**config.mk**
```make
export PLATFORM = sky130hd
export DESIGN_NAME = sprite_rom_arbiter
export DESIGN_NICKNAME = d
export VERILOG_FILES = /design/src/rtl/sprite_rom_arbiter.sv
export SDC_FILE = /design/constraint.sdc
export NUM_CORES = 1
export LEC_CHECK = 0
export ABC_AREA = 0
export CAP_MARGIN = 5
export CORE_ASPECT_RATIO = 0.7
export CORE_UTILIZATION = 40
export CTS_CLUSTER_DIAMETER = 50
export CTS_CLUSTER_SIZE = 24
export DETAILED_ROUTE_END_ITERATION = 10
export PLACE_DENSITY = 0.86
export SYNTH_ARGS = -nofsm -noshare
export SYNTH_HDL_FRONTEND = slang
export SYNTH_SLANG_ARGS = --single-unit
```
**constraint.sdc**
```tcl
create_clock -name Clk -period 4 [get_ports Clk]
set_input_delay 0.8 -clock Clk [delete_from_list [all_inputs] [get_ports Clk]]
set_output_delay 0.8 -clock Clk [all_outputs]
set_load 0.01 [all_outputs]
```
**src/rtl/sprite_rom_arbiter.sv**
```systemverilog
// Round-robin arbiter sharing one sprite pixel ROM among NUM_REQ object renderers.
// Optional SPRITE_TRANSPARENCY_EN adds KEY_RGB and the rsp_opaque output.
module sprite_rom_arbiter #(
   parameter int unsigned NUM_REQ = 4,
   parameter int unsigned ID_W    = 2,
   parameter int unsigned ROM_LAT = 2
`ifdef SPRITE_TRANSPARENCY_EN
   ,
   parameter logic [23:0] KEY_RGB = 24'hFF00FF
`endif
) (
   input  logic                  Clk,
   input  logic                  Reset,
   input  logic                  frame_start,
   input  logic [NUM_REQ-1:0]    req,
   input  logic [NUM_REQ*10-1:0] req_x,
   input  logic [NUM_REQ*10-1:0] req_y,
   output logic [NUM_REQ-1:0]    gnt,
   output logic [9:0]            rom_x,
   output logic [9:0]            rom_y,
   input  logic [23:0]           rom_rgb,
   output logic                  rsp_valid,
   output logic [ID_W-1:0]       rsp_id,
   output logic [23:0]           rsp_rgb
`ifdef SPRITE_TRANSPARENCY_EN
   ,
   output logic                  rsp_opaque
`endif
);

   logic [NUM_REQ-1:0] gntQ, gntD;
   logic [9:0]         romXQ, romYQ;
   logic [ID_W-1:0]    rrPtrQ, rrPtrD;
   logic [ID_W-1:0]    winId;
   logic               winFound;
   logic [ID_W:0]      scanIdx;
   logic [23:0]        rspRgbQ;

   // Stage 0 is the issue register; stage ROM_LAT drives the response.
   logic               validQ [0:ROM_LAT];
   logic [ID_W-1:0]    idQ    [0:ROM_LAT];

   // Scan from rrPtr; the extra scanIdx bit lets the wrap be a single subtract.
   always_comb begin
      winFound = 1'b0;
      winId    = '0;
      scanIdx  = '0;
      for (int unsigned off = 0; off < NUM_REQ; off++) begin
         scanIdx = {1'b0, rrPtrQ} + (ID_W+1)'(off);
         if (scanIdx >= (ID_W+1)'(NUM_REQ)) begin
            scanIdx = scanIdx - (ID_W+1)'(NUM_REQ);
         end
         if (!winFound && req[scanIdx[ID_W-1:0]]) begin
            winFound = 1'b1;
            winId    = scanIdx[ID_W-1:0];
         end
      end
   end

   always_comb begin
      gntD = '0;
      if (winFound) begin
         gntD[winId] = 1'b1;
      end
      rrPtrD = rrPtrQ;
      if (frame_start) begin
         rrPtrD = '0;
      end else if (winFound) begin
         rrPtrD = (winId == ID_W'(NUM_REQ - 1)) ? '0 : winId + ID_W'(1);
      end
   end

   always_ff @(posedge Clk or posedge Reset) begin
      if (Reset) begin
         gntQ    <= '0;
         romXQ   <= '0;
         romYQ   <= '0;
         rrPtrQ  <= '0;
         rspRgbQ <= '0;
         for (int unsigned i = 0; i <= ROM_LAT; i++) begin
            validQ[i] <= 1'b0;
            idQ[i]    <= '0;
         end
      end else begin
         gntQ      <= gntD;
         rrPtrQ    <= rrPtrD;
         validQ[0] <= winFound;
         if (winFound) begin
            idQ[0] <= winId;
            romXQ  <= req_x[10*winId +: 10];
            romYQ  <= req_y[10*winId +: 10];
         end
         for (int unsigned i = 1; i <= ROM_LAT; i++) begin
            validQ[i] <= validQ[i-1];
            idQ[i]    <= idQ[i-1];
         end
         // Capture ROM data on the same edge the response becomes valid.
         if (validQ[ROM_LAT-1]) begin
            rspRgbQ <= rom_rgb;
         end
      end
   end

`ifdef SPRITE_TRANSPARENCY_EN
   logic rspOpaqueQ;

   always_ff @(posedge Clk or posedge Reset) begin
      if (Reset) begin
         rspOpaqueQ <= 1'b0;
      end else begin
         rspOpaqueQ <= validQ[ROM_LAT-1] && (rom_rgb != KEY_RGB);
      end
   end

   assign rsp_opaque = rspOpaqueQ;
`endif

   assign gnt       = gntQ;
   assign rom_x     = romXQ;
   assign rom_y     = romYQ;
   assign rsp_valid = validQ[ROM_LAT];
   assign rsp_id    = idQ[ROM_LAT];
   assign rsp_rgb   = rspRgbQ;

endmodule
```
==> results of run 1 <==
==> flip-flops by register name, indices dropped and copies added, names as in the netlist <==
signal	count
idQ	4
rsp_rgb	24
rom_y	10
rsp_id	2
gnt	4
rom_x	10
rsp_valid	1
rrPtrQ	2
validQ	2
==> per-layer routing <==
| layer | wire [microns] | up-vias |
|---|---|---|
| met5 | 0 | - |
| met4 | 128 | 0 |
| met3 | 498 | 13 |
| met2 | 4030 | 99 |
| met1 | 3200 | 1103 |
| li1 | - | 1049 |
==> kinds of logic after synthesis <==
group,after synthesis,share of synthesized area
DFF,59,0.557
AOI/OAI and AO/OA,52,0.180
muxes,45,0.191
buffers and inverters,23,0.0429
and+or+nand+nor,9,0.0245
adders and majority gates,1,0.00472
==> final cells by class <==
class                   count  area, sq um
repair buffers            167         1660
inverters                   5         18.8
flip-flops and latches     59         1480
fillers                   469         1770
clock inverters             4         72.6
multi-input cells         107         1060
well taps                  78         97.6
clock buffers              12          155
==> power groups by stage <==
stage | clock, mW | combinational, mW | sequential [mW]
6_report | 0.614 | 0.550 | 0.738
3_5_place_dp | 0 | 0.554 | 0.745
4_1_cts | 0.626 | 0.557 | 0.738
5_1_grt | 0.655 | 0.584 | 0.750
2_1_floorplan | 0 | 0.214 | 0.769
3_3_place_gp | 0 | 0.538 | 0.746
==> critical path: stages <==
cell and delay (ps):
clkdlybuf4s50_1 690, mux2i_1 130, nor2_1 180, a311oi_4 70, buf_4 230, nor3_2 610, buf_4 320, a221o_1 170
==> cells in the mapped netlist <==
cell type	count
a211oi_1	2
a21o_1	1
a21oi_1	3
a21oi_2	1
a221o_1	20
a22o_1	20
a311oi_4	1
and2_1	2
buf_2	4
buf_4	4
buf_6	1
clkbuf_1	9
dfrtp_1	59
ha_1	1
inv_1	5
mux2_1	10
mux2_2	34
mux2i_1	1
nand2_1	2
nand2b_1	1
nor2_1	2
nor3_2	1
nor4_4	1
o211a_1	1
o21ai_0	2
o2bb2a_1	1
==> stage by stage <==
stage | hold slack (ps) | instances
5_1_grt | 357 | 432
3_3_place_gp | 332 | 416
6_report | 348 | 432
2_1_floorplan | 331 | 189
4_1_cts | 350 | 432
3_5_place_dp | 336 | 416
==> worst paths after layout <==
path                           start          end  slack, ps  cells past startpoint
min in group asynchronous      Reset     rom_y[0]        900                      2
max                           req[0]     rom_y[7]       1070                      8
min                           idQ[3]    rsp_id[1]        350                      0
min reg2reg                   idQ[3]    rsp_id[1]        350                      0
max reg2reg                rrPtrQ[1]     rom_y[7]       1670                      7
max in group asynchronous      Reset  rsp_rgb[23]       2310                      3
==> flow_summary_export.csv, run 1 <==
group,metric,value,unit
die,die_h,70.1,microns
detailed_routing,wl_per_cell,18.2,microns
power,p_clk_frac,0.323,
grt,grt-ovfl-total,0,
finish,fin_nets,461,
setup_path,criticalPathCategory,"in2reg",
finish,most-common-layout-cells,"161 x clkdlybuf4s50_1, 59 x dfrtp_1, 34 x mux2_2, 20 x a22o_1, 20 x a221o_1",
timing,finClkSkew,5.06,ps
placed_design,post-place-ws,721,ps
power,switching_share,0.260,
detailed_routing,vias_per_cell,5.24,
finish,drive_gt1_frac,0.169,
placed_design,dpl.hpwl,5830,microns
power,pwr-share-comb,0.289,
clocking,cts_root_buffer,"clkbuf_8",
finish,final_common_cell,"clkdlybuf4s50_1",
detailed_routing,vias,2264,
synthesis,yosysWarningCount,0,
detailed_routing,drc,0,
clocking,clk_latency,340,ps
power,power.leakage,1.88,nW
synthesis,synth_cell_types,26,
setup_path,cp-end-kind,"register",
finish,final_util,0.720,
power,power.net_switching,494,uW
timing,setup_viol,0,
synthesis,synth_nets,301,
clocking,ctsHtreeMaxLevel,3,
power,seqPwrFrac,0.388,
setup_path,cp_data_arrival_time,3190,ps
timing,setup_tns,0,ps
status,status,"completed",
detailed_routing,drtAntennaViolNets,0,
timing,rsz0062_at_grt,"no",
finish,finish.instance_area,4540,sq um
grt,grt_util_met2,0.407,
power,p_total,1.90,mW
clocking,ctsResizeCount,0,
grt,top_usage_layer,"met2",
synthesis,netlist_area,2650,sq um
synthesis,postSynthCellCount,189,
die,rows,24,
grt,grt_pass1_vias,2494,
die,start_util,0.420,
timing,hold_viol_final,0,
synthesis,synth.top_cell.area_share,0.557,
clocking,cts-hold-fix-buffers,0,
grt,grtUsageTotal,0.235,
grt,antenna_found_initial,0,
finish,area_delta_synth_final,71.2,%
clocking,tritoncts,"yes",
synthesis,ys_ff_latch,59,
die,dieArea,6960,sq um
timing,min_period_over_period,0.731,
detailed_routing,dr.first_iter.drc_count,73,
detailed_routing,wirelength,7850,microns
die,die_width,99.3,microns
synthesis,yosys.area.top_type,"dfrtp_1",
clocking,cts_setup_buffers,0,
placed_design,place_area,4310,sq um
timing,setup_ws,1070,ps
placed_design,gp_congestion,0.761,
die,core_area,6310,sq um
synthesis,seq_area_frac_synth,0.557,
placed_design,port_buffers,161,
clocking,clock_path_buffers,2,
clocking,clock_sinks,59,
setup_path,crit_required,4270,ps
min_path,hold_class,"reg2reg",
die,num_io_pins,162,
job,maxCapViolCount,0,
grt,use_met1,0.280,
timing,maxSlewHeadroom,0.327,
timing,max_clock_freq,342,MHz
clocking,cts_buffers,9,
detailed_routing,first_pass_iters,4,
timing,final_max_slew_viol_count,0,
synthesis,avgSynthCellArea,14.0,sq um
grt,grt_first_pass_wirelength,12300,microns
timing,tightest_slew,1010,ps
power,irDropWorstVdd,221,uV
clocking,clk_pin_slew,60,ps
power,p_per_area,419,nW/um^2
grt,use_met3,0.0761,
power,p_int,1.41,mW
grt,grt_max_degree,36,
setup_path,cp_max_fo,12,
timing,final.min_clock_period,2930,ps
synthesis,synthTopCellsByArea,"dfrtp_1 56%, mux2_2 14%, a221o_1 7.6%, a22o_1 6.6%, mux2_1 4.2%",
finish,num_antenna_cells,0,
setup_path,crit_path_start_kind,"input port",
Note: power is estimated with default switching activity, not from simulation.
==> inputs of run 2 (changes only) <==
Settings changed: CORE_UTILIZATION 40 to 34, PLACE_DENSITY 0.86 to 0.78.
Clock period 4 ns to 2.5 ns, I/O delays scaled along.
==> run 2 against run 1 <==
Against the previous run:
- final cell count rose by 5.8%
- via count fell by 1.3%
- critical path depth fell by 2
- worst hold slack improved by 4.0 ps
- combinational power rose by 66%
- wire length fell by 1.9%
- die area rose by 17%
- global-route usage fell by 4.6 points
- clock power rose by 59%
- power rose by 61%
- critical path type unchanged
==> flow_summary_export.csv, run 2 (synthesized netlist as in run 1, its figures left out) <==
group,metric,value,unit
placed_design,dpl.hpwl,5750,microns
grt,use_met3,0.0445,
clocking,clk_latency,330,ps
finish,area_delta_synth_final,75.4,%
detailed_routing,wirelength,7700,microns
timing,rsz0062_at_grt,"no",
power,p_total,3.07,mW
clocking,clock_path_buffers,2,
clocking,clock_sinks,59,
timing,hold_viol_final,0,
clocking,cts_setup_buffers,0,
finish,drive_gt1_frac,0.184,
timing,min_period_over_period,0.885,
finish,final_cells,457,
power,irDropWorstVdd,348,uV
detailed_routing,vias,2235,
min_path,hold_class,"reg2reg",
detailed_routing,first_pass_iters,4,
finish,num_antenna_cells,0,
grt,grtUsageTotal,0.189,
detailed_routing,drtAntennaViolNets,0,
timing,setup_viol,0,
die,start_util,0.357,
setup_path,cp_slowest_stage_delay,600,ps
finish,most-common-layout-cells,"161 x clkdlybuf4s50_1, 59 x dfrtp_1, 34 x mux2_2, 20 x a22o_1, 20 x a221o_1",
job,maxCapViolCount,0,
detailed_routing,vias_per_cell,4.89,
setup_path,cpMaxStageDelayCell,"clkdlybuf4s50_1",
setup_path,cp_max_fo,24,
die,dieArea,8160,sq um
placed_design,port_buffers,161,
setup_path,cp_data_arrival_time,2420,ps
die,die_h,75.9,microns
finish,largest_reg_flops,24,
detailed_routing,wl_per_cell,16.9,microns
timing,final_max_slew_viol_count,0,
setup_path,criticalPathCategory,"in2reg",
setup_path,crit_required,2710,ps
setup_path,cp_cell_sequence,"clkdlybuf4s50_1, inv_1, a311oi_4, buf_12, mux2_2, a221o_1",
setup_path,crit_path_start_kind,"input port",
die,core_area,7420,sq um
power,power.leakage,1.92,nW
clocking,ctsHtreeMaxLevel,3,
clocking,cts-hold-fix-buffers,0,
clocking,cts_root_buffer,"clkbuf_8",
grt,top_usage_layer,"met2",
grt,antenna_found_initial,0,
timing,max_clock_freq,452,MHz
clocking,clk_pin_slew,70,ps
power,p_per_area,659,nW/um^2
die,num_io_pins,162,
grt,grt-ovfl-total,0,
detailed_routing,drc,0,
grt,grt_pass1_vias,2349,
grt,grt_util_met2,0.323,
grt,grt_first_pass_wirelength,11600,microns
grt,use_met1,0.236,
die,die_width,108,microns
timing,final.min_clock_period,2210,ps
timing,finClkSkew,6.76,ps
timing,maxSlewHeadroom,0.694,
finish,final_util,0.627,
grt,grt_max_degree,40,
setup_path,cp-end-kind,"register",
clocking,tritoncts,"yes",
finish,n_fill_cell,587,
finish,fin_nets,466,
detailed_routing,dr.first_iter.drc_count,52,
timing,tightest_slew,458,ps
placed_design,dpl.cell_count,441,
status,status,"completed",
die,rows,26,
finish,final_common_cell,"clkdlybuf4s50_1",
clocking,ctsResizeCount,0,
placed_design,gp_congestion,0.682,
clocking,cts_buffers,9,
[run 2: area by class of cell]
type                            count  area [sq um]  share of cell area
Clock buffer                       10           138              0.0296
Clock inverter                      6          88.8              0.0191
Inverter                            5          18.8             0.00404
Multi-Input combinational cell    107          1060               0.228
Sequential cell                    59          1480               0.318
Tap cell                           98           123              0.0264
Timing Repair Buffer              172          1740               0.375
[run 2: through the flow]
step	cell area (sq um)	setup WS [ps]	TNS [ps]	hold WS, ps
2_1_floorplan	2650	304	0	331
3_3_place_gp	4420	7.60	0	334
3_5_place_dp	4420	-61.9	-792	336
4_1_cts	4650	297	0	351
5_1_grt	4650	225	0	362
6_report	4650	286	0	353
[run 2: final timing paths]
check | slack [ps] | from | to | cells past startpoint
min in group asynchronous | 500 | Reset | rsp_rgb[14] | 2
min | 350 | idQ[3] | rsp_id[1] | 0
max in group asynchronous | 1430 | Reset | rsp_rgb[21] | 3
min reg2reg | 350 | idQ[3] | rsp_id[1] | 0
max | 290 | req[3] | rom_y[8] | 6
max reg2reg | 380 | rrPtrQ[1] | rom_y[8] | 6
[run 2: power by group]
group	internal (mW)	total [mW]	switching, mW	leakage [nW]
sequential	1.09	1.17	0.0803	0.699
clock	0.588	0.978	0.390	0.108
combinational	0.575	0.913	0.338	1.11
total	2.26	3.07	0.809	1.92
[run 2: layer usage]
layer | vias to the layer above | part of all wire
met1 | 1096 | 0.42
li1 | 1051 | -
met3 | 8 | 0.044
met5 | - | 0
met4 | 0 | 0.012
met2 | 80 | 0.52
[run 2: worst max-delay path: cells and delay by family]
family                 cells  cell delay (ps)
AOI/OAI and AO/OA          2              600
buffers and inverters      3              950
muxes                      1              350
==> inputs of run 3 (changes only) <==
Settings changed: RECOVER_POWER set to 25.
==> run 3 against run 2 <==
Against the previous run:
- final area is essentially flat
- global-route usage is the same
- sequential power is essentially flat
- first-iteration DRC count is the same
- core utilization shrank 0.051 points
- worst hold slack is the same
- combinational power is essentially flat
- critical endpoint unchanged
- largest cell class unchanged
==> flow_summary_export.csv, run 3 (synthesized netlist as in run 1, its figures left out) <==
group,metric,value,unit
setup_path,criticalPathCategory,"in2reg",
grt,top_usage_layer,"met2",
timing,setup_ws,286,ps
timing,final.min_clock_period,2210,ps
placed_design,post-place-ws,-61.9,ps
grt,use_met1,0.236,
timing,min_period_over_period,0.885,
finish,final_util,0.626,
finish,num_antenna_cells,0,
placed_design,dpl.hpwl,5750,microns
die,die_width,108,microns
grt,grt_max_degree,40,
finish,largest_reg_flops,24,
detailed_routing,dr.first_iter.drc_count,52,
detailed_routing,wl_per_cell,16.9,microns
die,die_h,75.9,microns
clocking,tritoncts,"yes",
die,rows,26,
clocking,cts_root_buffer,"clkbuf_8",
die,dieArea,8160,sq um
detailed_routing,first_pass_iters,4,
setup_path,cp_data_arrival_time,2420,ps
timing,hold_viol_final,0,
clocking,cts_buffers,9,
job,maxCapViolCount,0,
grt,grt_util_met2,0.323,
setup_path,crit_required,2710,ps
timing,maxSlewHeadroom,0.0911,
power,p_total,3.06,mW
status,status,"completed",
clocking,clock_path_buffers,2,
die,num_io_pins,162,
setup_path,cp_max_fo,24,
min_path,hold_class,"reg2reg",
setup_path,cp-end-kind,"register",
detailed_routing,drtAntennaViolNets,0,
placed_design,gp_congestion,0.682,
die,core_area,7420,sq um
clocking,cts-hold-fix-buffers,0,
timing,finClkSkew,6.76,ps
finish,fin_nets,466,
timing,setup_viol,0,
timing,max_clock_freq,452,MHz
finish,n_fill_cell,587,
grt,grtUsageTotal,0.189,
timing,tightest_slew,1360,ps
detailed_routing,wirelength,7710,microns
clocking,ctsResizeCount,0,
timing,rsz0062_at_grt,"no",
die,start_util,0.357,
finish,multi_input_area,1060,sq um
power,p_per_area,660,nW/um^2
finish,most-common-layout-cells,"160 x clkdlybuf4s50_1, 59 x dfrtp_1, 34 x mux2_2, 20 x a22o_1, 20 x a221o_1",
detailed_routing,vias_per_cell,4.89,
power,irDropWorstVdd,348,uV
placed_design,port_buffers,161,
grt,grt-ovfl-total,0,
grt,antenna_found_initial,0,
timing,final_max_slew_viol_count,0,
clocking,clk_latency,330,ps
clocking,cts_setup_buffers,0,
clocking,clock_sinks,59,
grt,use_met3,0.0445,
power,power.leakage,1.92,nW
clocking,clk_pin_slew,70,ps
timing,setup_tns,0,ps
finish,area_delta_synth_final,75.2,%
setup_path,crit_path_start_kind,"input port",
clocking,ctsHtreeMaxLevel,3,
detailed_routing,drc,0,
grt,grt_first_pass_wirelength,11600,microns
finish,drive_gt1_frac,0.178,
grt,grt_pass1_vias,2349,
finish,regArea,1480,sq um
detailed_routing,vias,2235,
finish,final_common_cell,"clkdlybuf4s50_1",
==> run 3: per-layer routing <==
layer | vias up | wire length (microns)
met3 | 8 | 342
met1 | 1096 | 3240
met4 | 0 | 95
li1 | 1051 | -
met2 | 80 | 4030
met5 | - | 0
==> run 3: power by group <==
part           leakage [nW]  switching [mW]  total (mW)  internal, mW
clock                 0.108           0.390       0.978         0.588
combinational          1.11           0.338       0.912         0.574
sequential            0.699          0.0803        1.17          1.09
==> run 3: critical path: stages <==
cell,delay (ps)
clkdlybuf4s50_1,600
inv_1,120
a311oi_4,310
buf_12,230
mux2_2,350
a221o_1,290
==> run 3: worst paths after layout <==
| check | startpoint | endpoint | slack, ps | cells past startpoint |
|---|---|---|---|---|
| setup / recovery | req[3] | rom_y[8] | 290 | 6 |
| hold / removal | idQ[3] | rsp_id[1] | 350 | 0 |
| setup reg to reg | rrPtrQ[1] | rom_y[8] | 380 | 6 |
| hold reg to reg | idQ[3] | rsp_id[1] | 350 | 0 |
| max in group asynchronous | Reset | rsp_rgb[21] | 1040 | 3 |
| min in group asynchronous | Reset | rsp_rgb[14] | 770 | 2 |
==> run 3: cell type report <==
cell class / instances / area share
multi-input combinational: 107 / 0.228
tap: 98 / 0.0264
clock inverter: 6 / 0.0191
clock buffer: 10 / 0.0296
inverter: 5 / 0.00404
timing repair buffer: 172 / 0.375
sequential: 59 / 0.318
==> run 3: through the flow <==
stage,area (sq um),cells,hold WS (ps)
2_1_floorplan,2650,189,331
3_5_place_dp,4420,441,336
3_3_place_gp,4420,441,334
4_1_cts,4650,457,351
6_report,4650,457,353
5_1_grt,4650,457,362
